File: src/rtl/alu_ctrl_pkg.sv
// Shared constants for the ALU control sequencer: control codes, funct
// field values, main-decoder op classes and FSM state encoding.
package alu_ctrl_pkg;

  typedef enum logic [1:0] {
    IDLE = 2'b00,
    BUSY = 2'b01,
    DONE = 2'b10
  } state_t;

  // ALU control codes
  localparam logic [3:0] CTL_AND = 4'b0000;
  localparam logic [3:0] CTL_OR  = 4'b0001;
  localparam logic [3:0] CTL_ADD = 4'b0010;
  localparam logic [3:0] CTL_SUB = 4'b0110;
  localparam logic [3:0] CTL_SLT = 4'b0111;
  localparam logic [3:0] CTL_NOR = 4'b1100;

  // R-type funct field values
  localparam logic [5:0] FN_ADD  = 6'b100000;
  localparam logic [5:0] FN_SUB  = 6'b100010;
  localparam logic [5:0] FN_AND  = 6'b100100;
  localparam logic [5:0] FN_OR   = 6'b100101;
  localparam logic [5:0] FN_NOR  = 6'b100111;
  localparam logic [5:0] FN_SLT  = 6'b101010;
  localparam logic [5:0] FN_MULT = 6'b011000;
  localparam logic [5:0] FN_DIV  = 6'b011010;

  // Main-decoder op classes
  localparam int OP_FUNC = 0;
  localparam int OP_ADD  = 1;
  localparam int OP_SUB  = 2;
  localparam int OP_AND  = 3;
  localparam int OP_OR   = 4;
  localparam int OP_SLT  = 5;

endpackage

File: src/rtl/alu_ctrl_decode.sv
// Purely combinational decode of op class and funct field into an ALU
// control code plus mult/div and illegal-encoding flags.
module alu_ctrl_decode
  import alu_ctrl_pkg::*;
#(
  parameter int OP_W = 3
) (
  input  logic [5:0]      func,
  input  logic [OP_W-1:0] inOp,
  output logic [3:0]      code,
  output logic            isMd,
  output logic            mdSel,
  output logic            illegal
);

  // Op-class decode, falling through to the funct field for R-type
  always_comb begin
    code    = CTL_AND;
    isMd    = 1'b0;
    mdSel   = 1'b0;
    illegal = 1'b0;
    case (inOp)
      OP_W'(OP_FUNC): begin
        case (func)
          FN_ADD:  code = CTL_ADD;
          FN_SUB:  code = CTL_SUB;
          FN_AND:  code = CTL_AND;
          FN_OR:   code = CTL_OR;
          FN_NOR:  code = CTL_NOR;
          FN_SLT:  code = CTL_SLT;
          FN_MULT: isMd = 1'b1;
          FN_DIV: begin
            isMd  = 1'b1;
            mdSel = 1'b1;
          end
          default: illegal = 1'b1;
        endcase
      end
      OP_W'(OP_ADD): code = CTL_ADD;
      OP_W'(OP_SUB): code = CTL_SUB;
      OP_W'(OP_AND): code = CTL_AND;
      OP_W'(OP_OR):  code = CTL_OR;
      OP_W'(OP_SLT): code = CTL_SLT;
      default:       illegal = 1'b1;
    endcase
  end

endmodule

File: src/rtl/alu_control_seq.sv
// ALU control sequencer: registers single-cycle ALU control codes and
// sequences multicycle MULT/DIV operations with a busy down-counter.
//
//   state | meaning
//   IDLE  | accepting; single-cycle ops complete here with latency 1
//   BUSY  | mult/div running; counter counts down to terminal
//   DONE  | one-cycle completion: HiLoWe and OutValid pulse
//
// The counter is loaded with N-1 on acceptance and BUSY exits as the count
// reaches zero, so MdStart..DONE inclusive spans exactly N Stall cycles.
module alu_control_seq
  import alu_ctrl_pkg::*;
#(
  parameter int OP_W       = 3,
  parameter int CTL_W      = 4,
  parameter int MUL_CYCLES = 32,
  parameter int DIV_CYCLES = 32
) (
  input  logic             clk,
  input  logic             rst,
  input  logic             InValid,
  input  logic [5:0]       Func,
  input  logic [OP_W-1:0]  InOp,
  input  logic             Flush,
  output logic [CTL_W-1:0] outOp,
  output logic             OutValid,
  output logic             Illegal,
  output logic             Stall,
  output logic             MdStart,
  output logic             MdSel,
  output logic             HiLoWe
);

  localparam int MAX_CYC = (MUL_CYCLES > DIV_CYCLES) ? MUL_CYCLES : DIV_CYCLES;
  localparam int CNT_W   = $clog2(MAX_CYC);
  localparam logic [CNT_W-1:0] MUL_LOAD = CNT_W'(MUL_CYCLES - 1);
  localparam logic [CNT_W-1:0] DIV_LOAD = CNT_W'(DIV_CYCLES - 1);
  localparam logic [CNT_W-1:0] CNT_LAST = CNT_W'(1);

  state_t           state, stateNext;
  logic [CNT_W-1:0] cnt, cntNext;
  logic [CTL_W-1:0] outOpNext;
  logic             validNext, illegalNext, mdStartNext, mdSelNext, hiLoWeNext;
  logic [3:0]       decCode;
  logic             decIsMd, decMdSel, decIllegal;

  alu_ctrl_decode #(.OP_W(OP_W)) uDecode (
    .func    (Func),
    .inOp    (InOp),
    .code    (decCode),
    .isMd    (decIsMd),
    .mdSel   (decMdSel),
    .illegal (decIllegal)
  );

  // Next-state, counter and next-output logic
  always_comb begin
    stateNext   = state;
    cntNext     = cnt;
    outOpNext   = outOp;
    validNext   = 1'b0;
    illegalNext = 1'b0;
    mdStartNext = 1'b0;
    mdSelNext   = MdSel;
    hiLoWeNext  = 1'b0;
    case (state)
      IDLE: begin
        if (InValid && !Flush) begin
          if (decIllegal) begin
            outOpNext   = '1;
            validNext   = 1'b1;
            illegalNext = 1'b1;
          end else if (decIsMd) begin
            stateNext   = BUSY;
            cntNext     = decMdSel ? DIV_LOAD : MUL_LOAD;
            mdStartNext = 1'b1;
            mdSelNext   = decMdSel;
            outOpNext   = '0;
          end else begin
            outOpNext = CTL_W'(decCode);
            validNext = 1'b1;
          end
        end
      end
      BUSY: begin
        if (Flush) begin
          stateNext = IDLE;
          cntNext   = '0;
        end else begin
          cntNext = cnt - 1'b1;
          if (cnt == CNT_LAST) begin
            stateNext  = DONE;
            hiLoWeNext = 1'b1;
            validNext  = 1'b1;
          end
        end
      end
      DONE: begin
        stateNext = IDLE;
        cntNext   = '0;
      end
      default: begin
        stateNext = IDLE;
        cntNext   = '0;
      end
    endcase
  end

  // State, counter and output registers
  always_ff @(posedge clk or posedge rst) begin
    if (rst) begin
      state    <= IDLE;
      cnt      <= '0;
      outOp    <= '0;
      OutValid <= 1'b0;
      Illegal  <= 1'b0;
      Stall    <= 1'b0;
      MdStart  <= 1'b0;
      MdSel    <= 1'b0;
      HiLoWe   <= 1'b0;
    end else begin
      state    <= stateNext;
      cnt      <= cntNext;
      outOp    <= outOpNext;
      OutValid <= validNext;
      Illegal  <= illegalNext;
      Stall    <= (stateNext != IDLE);
      MdStart  <= mdStartNext;
      MdSel    <= mdSelNext;
      HiLoWe   <= hiLoWeNext;
    end
  end

endmodule

File: config.mk
export PLATFORM = sky130hd
export DESIGN_NAME = alu_control_seq
export DESIGN_NICKNAME = d
export VERILOG_FILES = /design/src/rtl/alu_ctrl_pkg.sv /design/src/rtl/alu_ctrl_decode.sv /design/src/rtl/alu_control_seq.sv
export SDC_FILE = /design/constraint.sdc
export NUM_CORES = 1
export LEC_CHECK = 0
export ABC_AREA = 1
export CAP_MARGIN = 20
export CORE_MARGIN = 2
export CORE_UTILIZATION = 53
export DETAILED_ROUTE_END_ITERATION = 8
export GPL_TIMING_DRIVEN = 0
export PLACE_DENSITY = 0.88
export SETUP_SLACK_MARGIN = 0.5
export SLEW_MARGIN = 25
export SYNTH_ARGS = -nofsm -noshare
export SYNTH_HDL_FRONTEND = slang
export SYNTH_SLANG_ARGS = --single-unit
File: constraint.sdc
create_clock -name clk -period 2.2 [get_ports clk]
set_clock_uncertainty 0.15 [all_clocks]
set_input_delay 0.33 -clock clk [delete_from_list [all_inputs] [get_ports clk]]
set_output_delay 0.33 -clock clk [all_outputs]
set_load 0.1 [all_outputs]
=== Word-level counts from Yosys, hierarchy flattened ===
Index checks and enable logic that the tools add are counted.

* Logic and storage cells: 75
* Bits in registers: 17
* Bits of input ports: 13

* Eq/ne operators: 18
* Bitwise logic cells: 1
* Mux-type cells: 35
* Reduce and logical (&&, ||, !) cells: 11
* Add/subtract/negate cells: 1

{| class="wikitable"
|+ Operator list
! cell !! count
|-
| $pmux 4 s5 || 2
|-
| $eq 6x6->1 const B || 6
|-
| $mux 5 || 4
|-
| $mux 1 || 18
|-
| $eq 6x5->1 const B || 2
|-
| $mux 2 || 5
|-
| $pmux 5 s2 || 1
|-
| $mux 4 || 2
|-
| $reduce_or 8->1 || 1
|-
| $eq 3x2->1 const B || 2
|-
| $eq 3x3->1 const B || 2
|-
| $ne 2x2->1 const B || 3
|-
| $eq 5x1->1 const B || 1
|-
| $reduce_or 5->1 || 1
|-
| $sub 5x1->5 const B || 1
|-
| $pmux 1 s2 || 2
|-
| $pmux 2 s2 || 1
|-
| $reduce_and 4->1 || 1
|-
| $eq 3x1->1 const B || 1
|-
| $logic_not 3->1 || 1
|-
| $reduce_and 3->1 || 1
|-
| $eq 2x1->1 const B || 1
|-
| $logic_not 2->1 || 1
|-
| $reduce_and 2->1 || 1
|-
| other kinds (5) || 5
|}

=== Logic depth before layout (Yosys ltp) ===
Gate-level depths: netlist of run 1.

* Word-level depth: 9
* Mapped depth: 9
* Gate-level depth less buffers: 9

=== By module ===
From an unflattened synthesis of run 1, not the netlist that was laid out.

* Cell total of the unflattened synthesis: 145
* Area, all modules: 1059.8 um2

{| class="wikitable"
|+ Modules (own cells, without submodules)
! module !! area each (um2) !! instances !! cells each !! seq. area each (um2)
|-
| alu_control_seq || 800.8 || 1 || 97 || 425.4
|-
| alu_ctrl_decode || 259.0 || 1 || 48 || 0.0
|}

=== Least setup slack after synthesis of run 1 ===
OpenSTA, ideal clock, no wires.

* Path type: register to register
* Start point: reg outOp[3] (netlist name)
* End point: reg outOp[3]
* Path buffers: 0
* Library setup time: 0.068 ns
* Cell stages (with the launch flop): 3
* Clock period less this slack: 1.446 ns
* Path slack: 0.754 ns
* Data arrival time: 1.228 ns
* Required time: 1.982 ns
* Cell sequence: dfrtp_1 o21ai_0 nand2_2

{| class="wikitable"
|+ RTL lines
! item !! line !! source
|-
| end signal, assigned || alu_control_seq.sv:124 || <nowiki>outOp <= outOpNext;</nowiki>
|-
| end, declared || alu_control_seq.sv:25 || <nowiki>output logic [CTL_W-1:0] outOp,</nowiki>
|}

=== Worst setup path in the final report of run 1 ===
* Start point: reg HiLoWe
* End point: out HiLoWe

{| class="wikitable"
|+ RTL lines
! item !! line !! source
|-
| start, declared || alu_control_seq.sv:31 || <nowiki>output logic HiLoWe</nowiki>
|-
| start signal, assigned || alu_control_seq.sv:130 || <nowiki>HiLoWe <= hiLoWeNext;</nowiki>
|}

No word-level cell between the ends.

==> results of run 1 <==
-- per-layer routing --
layer  vias up  routed length (um)
li1        487                   -
met3         4                  73
met1       453                 921
met5         -                   0
met2        24                1250
met4         0                  27
-- Yosys cell counts --
cell,number
nand2_1,39
inv_1,20
dfrtp_1,17
nor2_1,16
nand3_1,15
nor2_2,6
nand2_2,4
o21ai_0,4
inv_2,3
nand3_2,3
or2_2,3
ha_1,2
nand2_4,2
a21oi_1,1
clkinv_1,1
nor2_4,1
nor3_1,1
nor3_2,1
nor3_4,1
o21ai_1,1
o21bai_2,1
-- worst max path at each step --
stage / endpoint / slack (ps) / cells past startpoint
floorplan: outOp[3]$_DFFE_PP0P_ / 750 / 2
global placement: outOp[3] / 250 / 1
detailed placement: outOp[3] / 250 / 1
CTS: outOp[1] / 510 / 1
global route: MdStart / 500 / 1
finish: HiLoWe / 550 / 1
-- metrics by stage --
stage	power, mW	std cells	util
4_1_cts	0.780	195	0.701
3_3_place_gp	0.609	191	0.680
3_5_place_dp	0.619	191	0.680
2_1_floorplan	0.540	142	-
5_1_grt	0.820	195	0.679
6_report	0.772	195	0.679
-- registers in the layout (all words and copies together) (netlist names) --
name	count
cnt	5
outOp	4
state	2
HiLoWe	1
Illegal	1
MdSel	1
MdStart	1
OutValid	1
Stall	1
-- worst register-to-register path, cell delays in order (launching register included) --
cell and delay, ps:
dfrtp_1 410, inv_1 70, ha_1 220, or2_2 280, nand3_1 80, nand3_1 90
-- final cells by class --
class                   instances  area (sq um)  area share
multi-input cells             101           529       0.410
clock inverters                 1          5.00     0.00388
well taps                      27          33.8      0.0262
repair buffers                 22           185       0.143
inverters                      24          90.1      0.0698
clock buffers                   3          22.5      0.0174
flip-flops and latches         17           425       0.329
-- power by group --
| group | internal, mW | switching, mW | leakage, nW | total [mW] |
|---|---|---|---|---|
| sequential | 0.335 | 0.0143 | 0.227 | 0.349 |
| clock | 0.0676 | 0.102 | 0.0177 | 0.169 |
| combinational | 0.0682 | 0.186 | 0.472 | 0.254 |
-- cells by family after synthesis --
logic type	synth area share
AND/OR/NAND/NOR	0.440
buffers and inverters	0.0866
flip-flops	0.409
AO/OA/AOI/OAI	0.0397
adder cells (fa/ha/maj)	0.0241
==> impl_metrics.json, run 1 <==
{
  "status": "completed",
  "postSynthCellCount": 142,
  "fin_area_sq_um": 1290,
  "synth_top_area_share": 0.409,
  "hpwl_um": 1750,
  "r2r_start": "cnt[0]$_DFFE_PP0P_",
  "cts.hold.buffers_added": 0,
  "worstPathRequired_ps": 1720,
  "fillers": 160,
  "worst_pin_slew_ps": 628,
  "wl_um": 2270,
  "grt_overflow": 0,
  "nets": 184,
  "startpoint": "HiLoWe$_DFF_PP0_",
  "syn-num-nets": 157,
  "avgRoutedWirePerCell_um": 11.6,
  "grt_max_degree": 18,
  "synth.top_cells.by_area": "dfrtp_1 41%, nand2_1 14%, inv_1 7.2%",
  "cts_tree": "built",
  "dp_slack_ps": 253,
  "worstSetupStartpointType": "flop",
  "critPathBufInv": 1,
  "slew_violations": 0,
  "synth_area_sq_um": 1040,
  "final_common_cell": "nand2_1",
  "dieWidth_um": 48.3,
  "grt.met3_usage": 0.0519,
  "gr-max-usage-layer": "met2",
  "clkSinkCount": 17,
  "start_util": 0.547,
  "clock_latency_ps": 290,
  "fin_crit_ps": 1650,
  "cts.htree.levels": 1,
  "clk_pin_slew_worst_paths_ps": 100,
  "tns_ps": 0,
  "place_area_sq_um": 1290,
  "yosysUniqueCellTypes": 21,
  "r2r_slack_ps": 790,
  "yosysTopAreaCell": "dfrtp_1",
  "slowest_delay_ps": 530,
  "grt_pass1_vias": 865,
  "track_usage": 0.221,
  "syn_avg_cell_area_sq_um": 7.32,
  "setup_viol": 0,
  "ant_nets": 0,
  "num_vias": 968,
  "crit_fanout": 1,
  "cp_top_family": "buffers and inverters",
  "placementRows": 16,
  "viasPerCell": 4.96,
  "fin_crit_sh": 0.750,
  "hold_violations": 0,
  "post-cts-setup-buffer-count": 0,
  "cts_resized": 30,
  "drt-initial-drc-count": 23,
  "max_freq_ghz": 0.606,
  "crit_arrival_ps": 1170,
  "gp_congestion": 0.804,
  "antenna_cells": 0,
  "clock_path_buffers": 2,
  "synth-seq-cells": 17,
  "slowest_stage": "clkdlybuf4s18_2",
  "rsz0062_at_grt": "false",
  "clockRootBuffer": "clkbuf_4",
  "area_growth_pct": 24.2,
  "p_per_area_nw_per_um2": 598,
  "portBuffers": 22,
  "yosys_warnings": 0,
  "drc": 0,
  "worst_r2r_endpoint": "cnt[2]$_DFFE_PP0P_",
  "min_path_type": "in2async",
  "met2_usage": 0.400,
  "reg2regPathDepth": 5,
  "worstPathCellList": "clkdlybuf4s18_2",
  "ioPinCount": 23,
  "p_leak_nw": 0.717,
  "whs_ps": 274,
  "end_kind": "output port",
  "cts_buffers": 3,
  "vdd_drop_max_uv": 338,
  "fin_ws_ps": 550,
  "final_cell_mix": "39 x nand2_1, 20 x inv_1, 17 x dfrtp_1, 16 x nor2_1, 15 x nand3_1",
  "die-area_sq_um": 2330,
  "antenna_found_initial": 0,
  "met1_usage": 0.246,
  "maxCapViolCount": 0,
  "grt_pass1_wl_um": 3550,
  "ys_seq_area_frac": 0.409,
  "path_class": "reg2out",
  "drive_above_1_share": 0.232,
  "coreArea_sq_um": 1900,
  "dieHeight_um": 48.3,
  "first_pass_iters": 4,
  "relSlewSlack": 0.581
}
No activity file was read; power rests on OpenSTA's default activity.
==> inputs of run 2 (changes only) <==
CORE_UTILIZATION = 49   (was 53)
PLACE_DENSITY = 0.83   (was 0.88)
clock period = 1.7 ns   (was 2.2 ns; I/O delays follow)
==> run 2 against run 1 <==
First-iteration DRC count is 57% higher. Highest routed layer unchanged. Die area is 7.5% higher. Largest cell class unchanged. Global-route usage is 0.38 points higher. Sequential power is 36% higher. Sequential share of layout area is 5.9 points lower. Design area is 25% higher. Critical endpoint is now outOp[3]. Wire length is 22% higher.
==> impl_metrics.json, run 2 (same netlist as run 1, synthesis figures left out) <==
{
  "crit_arrival_ps": 910,
  "fin_area_sq_um": 1620,
  "cts_tree": "built",
  "cp_top_family": "flip-flops",
  "coreArea_sq_um": 1980,
  "drt-initial-drc-count": 36,
  "clock_path_buffers": 2,
  "track_usage": 0.225,
  "drc": 0,
  "slew_violations": 0,
  "p_per_area_nw_per_um2": 702,
  "cts.htree.levels": 1,
  "maxCapViolCount": 0,
  "ant_nets": 0,
  "power_switching_mw": 0.442,
  "rsz0062_at_grt": "true",
  "path_class": "reg2out",
  "fin_ws_ps": 386,
  "worstPathRequired_ps": 1290,
  "clkSinkCount": 17,
  "clk_pin_slew_worst_paths_ps": 100,
  "power_switching_share": 0.389,
  "gp_congestion": 0.823,
  "fillers": 109,
  "num_vias": 1056,
  "ioPinCount": 23,
  "clock_latency_ps": 290,
  "placementRows": 16,
  "antenna_found_initial": 0,
  "critPathBufInv": 1,
  "relSlewSlack": 0.571,
  "end_kind": "output port",
  "regMostFlops": "cnt",
  "worstPathCellList": "buf_12",
  "max_freq_ghz": 0.761,
  "antenna_cells": 0,
  "hold_violations": 0,
  "largest_registers": "cnt (5), outOp (4), state (2)",
  "start_util": 0.525,
  "vdd_drop_max_uv": 554,
  "fin_crit_sh": 0.773,
  "seqPwrFrac": 0.416,
  "hpwl_um": 1580,
  "avgRoutedWirePerCell_um": 13.4,
  "min_path_type": "in2async",
  "viasPerCell": 5.10,
  "p_int_mw": 0.695,
  "largest_reg_flops": 5,
  "p_clk_frac": 0.192,
  "first_pass_iters": 4,
  "worst_pin_slew_ps": 644,
  "dieWidth_um": 50.1,
  "whs_ps": 194,
  "drive_above_1_share": 0.544,
  "die-area_sq_um": 2510,
  "power_mw": 1.14,
  "grt_pass1_vias": 1043,
  "grt_pass1_wl_um": 4360,
  "final_common_cell": "nand2_1",
  "slowest_stage": "dfrtp_2",
  "slowest_delay_ps": 450,
  "p_leak_nw": 0.854,
  "place_area_sq_um": 1330,
  "wl_um": 2780,
  "portBuffers": 22,
  "fin_crit_ps": 1310,
  "nets": 196,
  "status": "completed",
  "dieHeight_um": 50.1,
  "crit_fanout": 2,
  "grt_max_degree": 18,
  "clockRootBuffer": "clkbuf_4",
  "power_frac_comb": 0.392,
  "cts_buffers": 3,
  "grt_overflow": 0,
  "setup_viol": 0,
  "dp_slack_ps": -171,
  "area_growth_pct": 55.7,
  "final_cell_mix": "31 x nand2_1, 14 x inv_1, 14 x nor2_1, 11 x nand2_2",
  "worstSetupStartpointType": "flop"
}
-- run 2: cell count changes in the layout (fill, tap and decap cells not counted), sizes merged, moves of 2 or more --
cell / before / now
clkdlybuf4s15: 0 / 4
clkbuf: 3 / 5
buf: 7 / 24
clkdlybuf4s50: 12 / 1
dlymetal6s2s: 0 / 2
clkdlybuf4s18: 3 / 0
-- run 2: per-layer routing --
metal  vias to the layer above  routed length (um)  GRT usage
li1                        515                   -          -
met1                       505                1160      0.274
met2                        30                1470      0.384
met3                         6                  89     0.0455
met4                         0                  53     0.0880
met5                         -                   0          0
-- run 2: repair_timing --
item	in CTS	in global routing
setup buffers	9	2
pin swaps	17	8
gates cloned	1	0
endpoints found under the hold margin	0	0
hold buffers	0	0
resized for setup	111	40
setup endpoints to repair	25	27
-- run 2: through the flow --
stage | utilization | std cells | TNS [ps]
2_1_floorplan | - | 142 | 0
5_1_grt | 0.817 | 207 | 0
4_1_cts | 0.758 | 205 | 0
3_3_place_gp | 0.672 | 191 | -2320
6_report | 0.817 | 207 | 0
3_5_place_dp | 0.672 | 191 | -2760
-- run 2: final cells by class --
| cell class | instances | area [sq um] | area share |
|---|---|---|---|
| inverters | 24 | 92.6 | 0.0572 |
| well taps | 27 | 33.8 | 0.0209 |
| clock inverters | 1 | 5.00 | 0.00309 |
| repair buffers | 33 | 353 | 0.218 |
| flip-flops and latches | 17 | 438 | 0.270 |
| multi-input cells | 102 | 674 | 0.417 |
| clock buffers | 3 | 22.5 | 0.0139 |
-- run 2: worst paths after layout --
path / end / start / cells past startpoint / slack (ps)
min in group clk: HiLoWe$_DFF_PP0_ / Flush / 4 / 230
hold reg to reg: cnt[4]$_DFFE_PP0P_ / cnt[4]$_DFFE_PP0P_ / 2 / 390
setup reg to reg: cnt[2]$_DFFE_PP0P_ / cnt[0]$_DFFE_PP0P_ / 5 / 400
hold / removal: outOp[2]$_DFFE_PP0P_ / rst / 2 / 190
setup / recovery: outOp[3] / outOp[3]$_DFFE_PP0P_ / 1 / 390
max in group asynchronous: outOp[1]$_DFFE_PP0P_ / rst / 2 / 760
-- run 2: power groups by stage --
stage / logic (mW) / registers (mW) / clock network [mW]
2_1_floorplan: 0.123 / 0.591 / 0
3_3_place_gp: 0.342 / 0.462 / 0
3_5_place_dp: 0.348 / 0.464 / 0
4_1_cts: 0.386 / 0.462 / 0.221
5_1_grt: 0.473 / 0.476 / 0.244
6_report: 0.445 / 0.473 / 0.219
==> inputs of run 3 (changes only) <==
clock period = 1.3 ns   (was 1.7 ns; I/O delays follow)
==> run 3 against run 2 <==
The run now ends with setup timing left. Sequential share of layout area is 0.44 points lower. Die area stayed put. Final cell count is 0.48% lower. Setup slack worse by 430 ps. Combinational power is 43% higher. Largest cell class unchanged. Highest routed layer unchanged.
==> impl_metrics.json, run 3 (same netlist as run 1, synthesis figures left out) <==
{
  "maxCapViolCount": 0,
  "antenna_cells": 0,
  "violations": "setup timing",
  "clkSinkCount": 17,
  "cts_tree": "built",
  "clockRootBuffer": "clkbuf_4",
  "num_vias": 1125,
  "place_area_sq_um": 1370,
  "critPathBufInv": 1,
  "fin_crit_sh": 1.04,
  "clock_latency_ps": 310,
  "tns_ps": -532,
  "worst_pin_slew_ps": 380,
  "grt_overflow": 0,
  "coreArea_sq_um": 1980,
  "vdd_drop_max_uv": 692,
  "ant_nets": 0,
  "placementRows": 16,
  "gp_congestion": 0.818,
  "avgRoutedWirePerCell_um": 17.1,
  "dieWidth_um": 50.1,
  "max_freq_ghz": 0.741,
  "setup_viol": 15,
  "slowest_delay_ps": 510,
  "largest_registers": "cnt (5), outOp (4), state (2)",
  "worstPathRequired_ps": 950,
  "area_growth_pct": 68.2,
  "clk_pin_slew_worst_paths_ps": 120,
  "fillers": 82,
  "status": "finished with violations",
  "first_pass_iters": 5,
  "final_common_cell": "nand2_1",
  "drt-initial-drc-count": 67,
  "cp_top_family": "flip-flops",
  "wl_um": 3520,
  "rsz0062_at_grt": "true",
  "die-area_sq_um": 2510,
  "cts.htree.levels": 1,
  "fin_area_sq_um": 1750,
  "viasPerCell": 5.46,
  "clock_path_buffers": 2,
  "grt_max_degree": 18,
  "hpwl_um": 1620,
  "slew_violations": 0,
  "relSlewSlack": 0.746,
  "ioPinCount": 23,
  "cts_buffers": 3,
  "largest_reg_flops": 5,
  "crit_fanout": 1,
  "worstPathCellList": "buf_12",
  "met3_length_um": 224,
  "start_util": 0.525,
  "dieHeight_um": 50.1,
  "wl_met1_um": 1390,
  "p_per_area_nw_per_um2": 910,
  "drive_above_1_share": 0.542,
  "final_cell_mix": "26 x nand2_1, 16 x nand2_2, 13 x inv_1, 13 x nor2_1",
  "power_mw": 1.59,
  "worstSetupStartpointType": "flop",
  "path_class": "reg2out",
  "end_kind": "output port",
  "crit_arrival_ps": 1000,
  "grt_pass1_wl_um": 4870,
  "fin_ws_ps": -49.4,
  "track_usage": 0.261,
  "regMostFlops": "cnt",
  "dr_wl_met2_um": 1810,
  "hold_violations": 0,
  "p_leak_nw": 0.827,
  "antenna_found_initial": 0,
  "nets": 195,
  "portBuffers": 22,
  "fin_crit_ps": 1350,
  "min_path_type": "in2async",
  "grt_pass1_vias": 1076,
  "finish.utilization": 0.883,
  "slowest_stage": "dfrtp_4",
  "highest_layer": "met4",
  "cts.hold.buffers_added": 0,
  "drc": 0
}
run 3: cell count changes in the layout (fill, tap and decap cells not counted), sizes merged, moves of 2 or more:
cell / previous run / this run
clkdlybuf4s50: 1 / 3
clkdlybuf4s15: 4 / 7
dlymetal6s2s: 2 / 0
buf: 24 / 20
dlygate4sd2: 0 / 2
clkbuf: 5 / 3
run 3: power breakdown:
group	total, mW	switching (mW)	internal [mW]
registers	0.633	0.0509	0.583
logic	0.637	0.385	0.252
clock network	0.321	0.206	0.115
total	1.59	0.642	0.950
run 3: worst reg2reg max path: stages, from the launching register on:
cell      delay (ps)
dfrtp_1          410
inv_1             80
nand2_2           90
buf_6            120
o21bai_4         160
inv_4             90
nand2_1           60
nand3_1          100
run 3: worst paths after layout:
path                                   endpoint                  from  cells after the start  slack, ps
setup / recovery                         HiLoWe      HiLoWe$_DFF_PP0_                      1        -50
hold / removal               state[1]$_DFF_PP0_                   rst                      2         60
setup reg to reg             cnt[4]$_DFFE_PP0P_    state[1]$_DFF_PP0_                      7        -40
hold reg to reg            outOp[1]$_DFFE_PP0P_  outOp[1]$_DFFE_PP0P_                      2        440
max in group asynchronous  outOp[2]$_DFFE_PP0P_                   rst                      2        670
min in group clk              MdSel$_DFFE_PP0P_               Func[1]                      3        220
run 3: per-stage QoR:
stage	cells	hold WS [ps]	setup slack (ps)
floorplan	142	-28.7	90.2
global placement	191	320	-557
detailed placement	191	329	-562
CTS	204	77.4	-19.7
global route	206	84.4	-93.6
finish	206	57.8	-49.4
run 3: what timing repair did:
item,CTS,global route
setup endpoints to repair,44,27
pin swaps,21,8
setup buffers,8,2
cloned,1,0
endpoints found under the hold margin,0,0
gates resized for setup,138,16
run 3: layer usage:
| metal | track usage | vias up |
|---|---|---|
| met5 | 0 | - |
| met4 | 0.134 | 0 |
| met3 | 0.0212 | 13 |
| met2 | 0.432 | 66 |
| met1 | 0.338 | 536 |
| li1 | - | 510 |
run 3: final cells by class:
| type | count | area [sq um] | area share |
|---|---|---|---|
| timing repair buffer | 32 | 409 | 0.234 |
| sequential | 17 | 465 | 0.266 |
| tap | 27 | 33.8 | 0.0193 |
| multi-input combinational | 102 | 714 | 0.408 |
| inverter | 24 | 98.8 | 0.0565 |
| clock inverter | 1 | 5.00 | 0.00286 |
| clock buffer | 3 | 22.5 | 0.0129 |
